File: src/rtl/uart_frame_arbiter.sv
// Round-robin arbiter sharing one 24-bit UART frame transmitter among N_REQ requesters.
// Optional completion watchdog: define ARB_TIMEOUT_EN (TIMEOUT_CYC clocks in WAIT).
module uart_frame_arbiter #(
    parameter int N_REQ       = 4,
    parameter int GAP_CYC     = 16,
    parameter int TIMEOUT_CYC = 2_000_000
) (
    input  logic                clk,
    input  logic                rst,
    input  logic [N_REQ-1:0]    req,
    input  logic [24*N_REQ-1:0] req_data,
    output logic [N_REQ-1:0]    ack,
    output logic                err,
    output logic                tx_enable,
    output logic [23:0]         tx_data,
    input  logic                tx_done,
    output logic                busy,
    output logic [2:0]          cur_id,
    output logic [1:0]          dbg_state
);

    // Handshake: a requester holds req high with stable req_data until it sees
    // its one-cycle ack pulse; the transmitter gets a one-cycle tx_enable and
    // reports completion with a rising edge on tx_done.
    typedef enum logic [1:0] {
        S_IDLE   = 2'd0,
        S_LAUNCH = 2'd1,
        S_WAIT   = 2'd2,
        S_GAP    = 2'd3
    } state_t;

    state_t      state;
    state_t      state_nxt;
    logic [2:0]  last_id;
    logic [7:0]  gap_cnt;
    logic        tx_done_q;
    logic        done_rise;
    logic        gap_done;
    logic        timeout;
    logic [3:0]  pick;
    logic [23:0] win_data;
    logic [N_REQ-1:0] ack_vec;

    // Returns {found, id}; scanning from the farthest candidate down to the
    // nearest one lets the index right after last_id win.
    function automatic logic [3:0] rr_pick(input logic [N_REQ-1:0] r, input logic [2:0] last);
        logic [3:0] res;
        int idx;
        res = '0;
        for (int i = N_REQ; i >= 1; i--) begin
            idx = (int'(last) + i) % N_REQ;
            if (r[idx]) res = {1'b1, 3'(idx)};
        end
        return res;
    endfunction

    assign done_rise = tx_done & ~tx_done_q;
    assign gap_done  = (gap_cnt == 8'(GAP_CYC));
    assign tx_enable = (state == S_LAUNCH);
    assign busy      = (state != S_IDLE);
    assign dbg_state = state;

    always_comb begin
        pick     = rr_pick(req, last_id);
        win_data = '0;
        ack_vec  = '0;
        for (int i = 0; i < N_REQ; i++) begin
            if (pick[2:0] == 3'(i)) win_data = req_data[24*i +: 24];
            if (cur_id == 3'(i))    ack_vec[i] = 1'b1;
        end
    end

`ifdef ARB_TIMEOUT_EN
    localparam int TW = $clog2(TIMEOUT_CYC + 1);
    logic [TW-1:0] to_cnt;

    assign timeout = (state == S_WAIT) && (to_cnt == TW'(TIMEOUT_CYC - 1));

    always_ff @(posedge clk) begin
        if (!rst) begin
            to_cnt <= '0;
        end else if (state == S_WAIT && !timeout) begin
            to_cnt <= to_cnt + TW'(1);
        end else begin
            to_cnt <= '0;
        end
    end
`else
    // No watchdog built; the comparison is constant false.
    assign timeout = (TIMEOUT_CYC < 0);
`endif

    always_comb begin
        state_nxt = state;
        case (state)
            S_IDLE:   if (pick[3]) state_nxt = S_LAUNCH;
            S_LAUNCH: state_nxt = S_WAIT;
            S_WAIT:   if (done_rise || timeout) state_nxt = S_GAP;
            S_GAP:    if (gap_done) state_nxt = S_IDLE;
            default:  state_nxt = S_IDLE;
        endcase
    end

    always_ff @(posedge clk) begin
        if (!rst) begin
            state     <= S_IDLE;
            last_id   <= 3'(N_REQ - 1);
            cur_id    <= '0;
            tx_data   <= '0;
            ack       <= '0;
            err       <= 1'b0;
            gap_cnt   <= '0;
            tx_done_q <= 1'b0;
        end else begin
            state     <= state_nxt;
            tx_done_q <= tx_done;
            ack       <= '0;
            err       <= 1'b0;
            if (state == S_IDLE && pick[3]) begin
                cur_id  <= pick[2:0];
                tx_data <= win_data;
            end
            // A genuine completion edge takes precedence over a coincident timeout.
            if (state == S_WAIT && (done_rise || timeout)) begin
                ack     <= ack_vec;
                err     <= timeout & ~done_rise;
                last_id <= cur_id;
            end
            if (state == S_GAP && !gap_done) begin
                gap_cnt <= gap_cnt + 8'd1;
            end else begin
                gap_cnt <= '0;
            end
        end
    end

endmodule

File: config.mk
export PLATFORM = sky130hd
export DESIGN_NAME = uart_frame_arbiter
export DESIGN_NICKNAME = d
export VERILOG_FILES = /design/src/rtl/uart_frame_arbiter.sv
export SDC_FILE = /design/constraint.sdc
export NUM_CORES = 1
export LEC_CHECK = 0
export BUFFER_PORTS_ARGS = -buffer_cell sky130_fd_sc_hd__buf_2
export CAP_MARGIN = 20
export CELL_PAD_IN_SITES_DETAIL_PLACEMENT = 1
export CELL_PAD_IN_SITES_GLOBAL_PLACEMENT = 2
export CORE_MARGIN = 1
export CORE_UTILIZATION = 25
export CTS_BUF_LIST = sky130_fd_sc_hd__clkbuf_4
export DETAILED_ROUTE_END_ITERATION = 10
export HOLD_SLACK_MARGIN = 0.02
export PLACE_DENSITY = 0.9
export SKIP_LAST_GASP = 1
export SYNTH_ARGS = -nofsm -noshare
export SYNTH_HDL_FRONTEND = slang
export SYNTH_SLANG_ARGS = --single-unit
File: constraint.sdc
create_clock -name clk -period 2.5 [get_ports clk]
set_clock_uncertainty 0.05 [all_clocks]
set_input_delay 0.375 -clock clk [delete_from_list [all_inputs] [get_ports clk]]
set_output_delay 0.375 -clock clk [all_outputs]
set_load 0.03 [all_outputs]
==> results.toml <==
[status]
status = "complete, no violations"

[logic_synthesis]
yosysMostFrequentCell = "o21ai_0"
yosysUniqueCellTypes = 40
ys_seq_area_share_pct = 31.4
netlist_top_cells_area = "dfxtp_1, o21ai_0, a32oi_1, a22oi_1, o21a_1"
synth-edff-count = 0
synth_seq_cells = 43
yosysWarnings = 0
yosys.area.top_type = "dfxtp_1"
synthesis.area_um2 = 2750
synth-main-ff-cell = "dfxtp_1"
async_flop_share_pct = 0
netlist.area_leader.share_pct = 31.4
synth_common_cells = "o21ai_0, dfxtp_1, nand2_1"
synthCells = 362
synth_area_per_cell_um2 = 7.58

[power_and_ir_drop]
power_density_nw_per_um2 = 795
p_leak_nw = 1.60
ir_worst_vdd_v = 0.000379

[floorplanning]
initial_utilization_pct = 26.2
die_x_um = 107
dieArea_um2 = 11400
io_pins = 139
core_area_um2 = 10500
die_y_um = 107
rows = 37

[drt]
firstDrtPassIters = 5
drt_iter0_drc = 135
route.met2.wl_mm = 5.36
wl_met1_mm = 4.72
wl_per_cell_um = 17.3
drc_errors = 0
wirelength_mm = 10.7
vias = 3313
wl_met3_um = 445
highest_layer = "met4"
vias_per_cell = 5.35
final_antenna_net_count = 0

[clocking]
clock_path_buffers = 2
clk_latency_ps = 360
cts_root_buf = "clkbuf_4"
holdBufCountCts = 0
cts_sinks = 43
cts.clk_slew.worst_paths_ps = 140
cts_max_level = 2
cts-resized-gates = 0
cts_setup_buffers = 0
cts_tree = "done"
cts_buffers = 5

[worst_setup_path]
rrSetupSlack_ps = 320
r2r_start = "last_id[1]"
arrival_ps = 2400
crit_path_end_kind = "flip-flop"
required_ps = 2730
critical_path_peak_fanout = 13
reg2reg_to = "tx_data[16]"
crit_type = "flip-flop to flip-flop"
critPathLaunchType = "flip-flop"
reg2regPathDepth = 6

[finish]
seq_area_um2 = 861
n_fill_cell = 1339
antenna_cells = 0
multiInputGateArea_um2 = 1710
fin_nets = 592
drive_above_1_share_pct = 34.2
final_cells = 619
syn2layout_area_growth_pct = 31.6

[timing]
tightest_slew_ps = 610
fmax_mhz = 460
setup_viol = 0
maxSlewViolCount = 0
hold_viol = 0
period_minus_slack_ps = 2180
slew_headroom_pct = 59.3
layout_setup_ws_ps = 325
rsz0062_at_grt = "false"
min_period_over_period_pct = 87.0
fin_tns_setup_ps = 0

[placed_design]
dp.cells = 611
hpwl_mm = 7.76
dp_slack_ps = 265
io_buffers = 136
gp_congestion = 0.783

[job]
maxCapViolations = 0

[worst_hold_path]
hold_depth = 3
min_from = "tx_done"
min_path_type = "input port to flip-flop"
hold_path_end = "tx_done_q"

[global_route]
grt_pass1_vias = 3413
grt_pass1_wl_mm = 16.8
antenna_found_initial = 0
grt_max_degree = 31
grt_overflow = 0
grt_usage_pct = 18.5
[critical path, cell delays in order (launching register included)]
cell,delay (ps)
dfxtp_1,500
mux2i_1,240
o32ai_1,170
o21ai_2,530
buf_4,320
a21oi_1,100
o21a_1,180
[stage by stage]
stage / hold slack [ps] / power [W] / area [µm²] / util (%)
after detailed placement: 445 / 0.00253 / 3560 / 34.0
after floorplan: 398 / 0.00202 / 2750 / -
final: 200 / 0.00287 / 3610 / 34.5
after global routing: 189 / 0.00306 / 3610 / 34.5
after CTS: 180 / 0.00291 / 3610 / 34.5
after global placement: 428 / 0.00249 / 3560 / 34.0
[cells by family (layout without fill, tap and decap cells)]
| kind of cell | count (synthesis) | in the layout | share of synthesized area (%) |
|---|---|---|---|
| DFF | 43 | 43 | 31.4 |
| AOI/OAI and AO/OA | 157 | 157 | 38.3 |
| buffers and inverters | 48 | 168 | 7.88 |
| other | 1 | 2 | 0.137 |
| muxes | 4 | 4 | 1.46 |
| adders and majority gates | 7 | 7 | 3.19 |
| and+or+nand+nor | 96 | 96 | 15.8 |
| xor gates and xnor gates | 6 | 6 | 1.91 |
[cell usage in the layout (no fill, tap or decap), types with 2 or more instances in the layout]
master	n
inv_1	9
buf_2	136
a22oi_1	23
a21oi_1	27
o21a_1	23
mux2i_1	4
o21ai_0	48
ha_1	7
xnor2_1	2
o32ai_1	2
xor2_1	4
buf_4	13
nand2_1	37
dfxtp_1	43
conb_1	2
inv_2	2
clkbuf_4	6
nor2_1	16
a32oi_1	23
and3_1	4
nand3_1	32
[metal layers]
layer / vias up / global-route usage [%]
met1: 1614 / 22.7
met5: - / 0
met2: 111 / 33.3
met3: 16 / 2.43
li1: 1572 / -
met4: 0 / 5.77
[area by class of cell]
| class | instances | share of cell area [%] |
|---|---|---|
| Multi-Input combinational cell | 272 | 47.2 |
| Sequential cell | 43 | 23.8 |
| Timing Repair Buffer | 149 | 21.5 |
| Tap cell | 136 | 4.71 |
| Clock buffer | 6 | 1.25 |
| Inverter | 11 | 1.14 |
| Clock inverter | 2 | 0.346 |
[worst max path at each step]
stage	start	end	slack, ps	cells after the start
floorplan	dbg_state[0]	tx_data[0]	340	8
global placement	req[3]	tx_data[16]	360	7
detailed placement	req[3]	tx_data[16]	260	7
CTS	last_id[1]	tx_data[16]	310	6
global route	last_id[1]	tx_data[16]	190	6
finish	last_id[1]	tx_data[16]	320	6
[state kept, by name, indices dropped and copies added, names as in the netlist]
| name | count |
|---|---|
| tx_data | 24 |
| gap_cnt | 8 |
| ack | 4 |
| cur_id | 2 |
| dbg_state | 2 |
| last_id | 2 |
| tx_done_q | 1 |
[power breakdown]
| part | total [W] | internal (W) | switching (W) |
|---|---|---|---|
| clock | 0.000360 | 0.000120 | 0.000241 |
| sequential | 0.000950 | 0.000824 | 0.000126 |
| combinational | 0.00156 | 0.000519 | 0.00104 |
No activity file was read; power rests on OpenSTA's default activity.
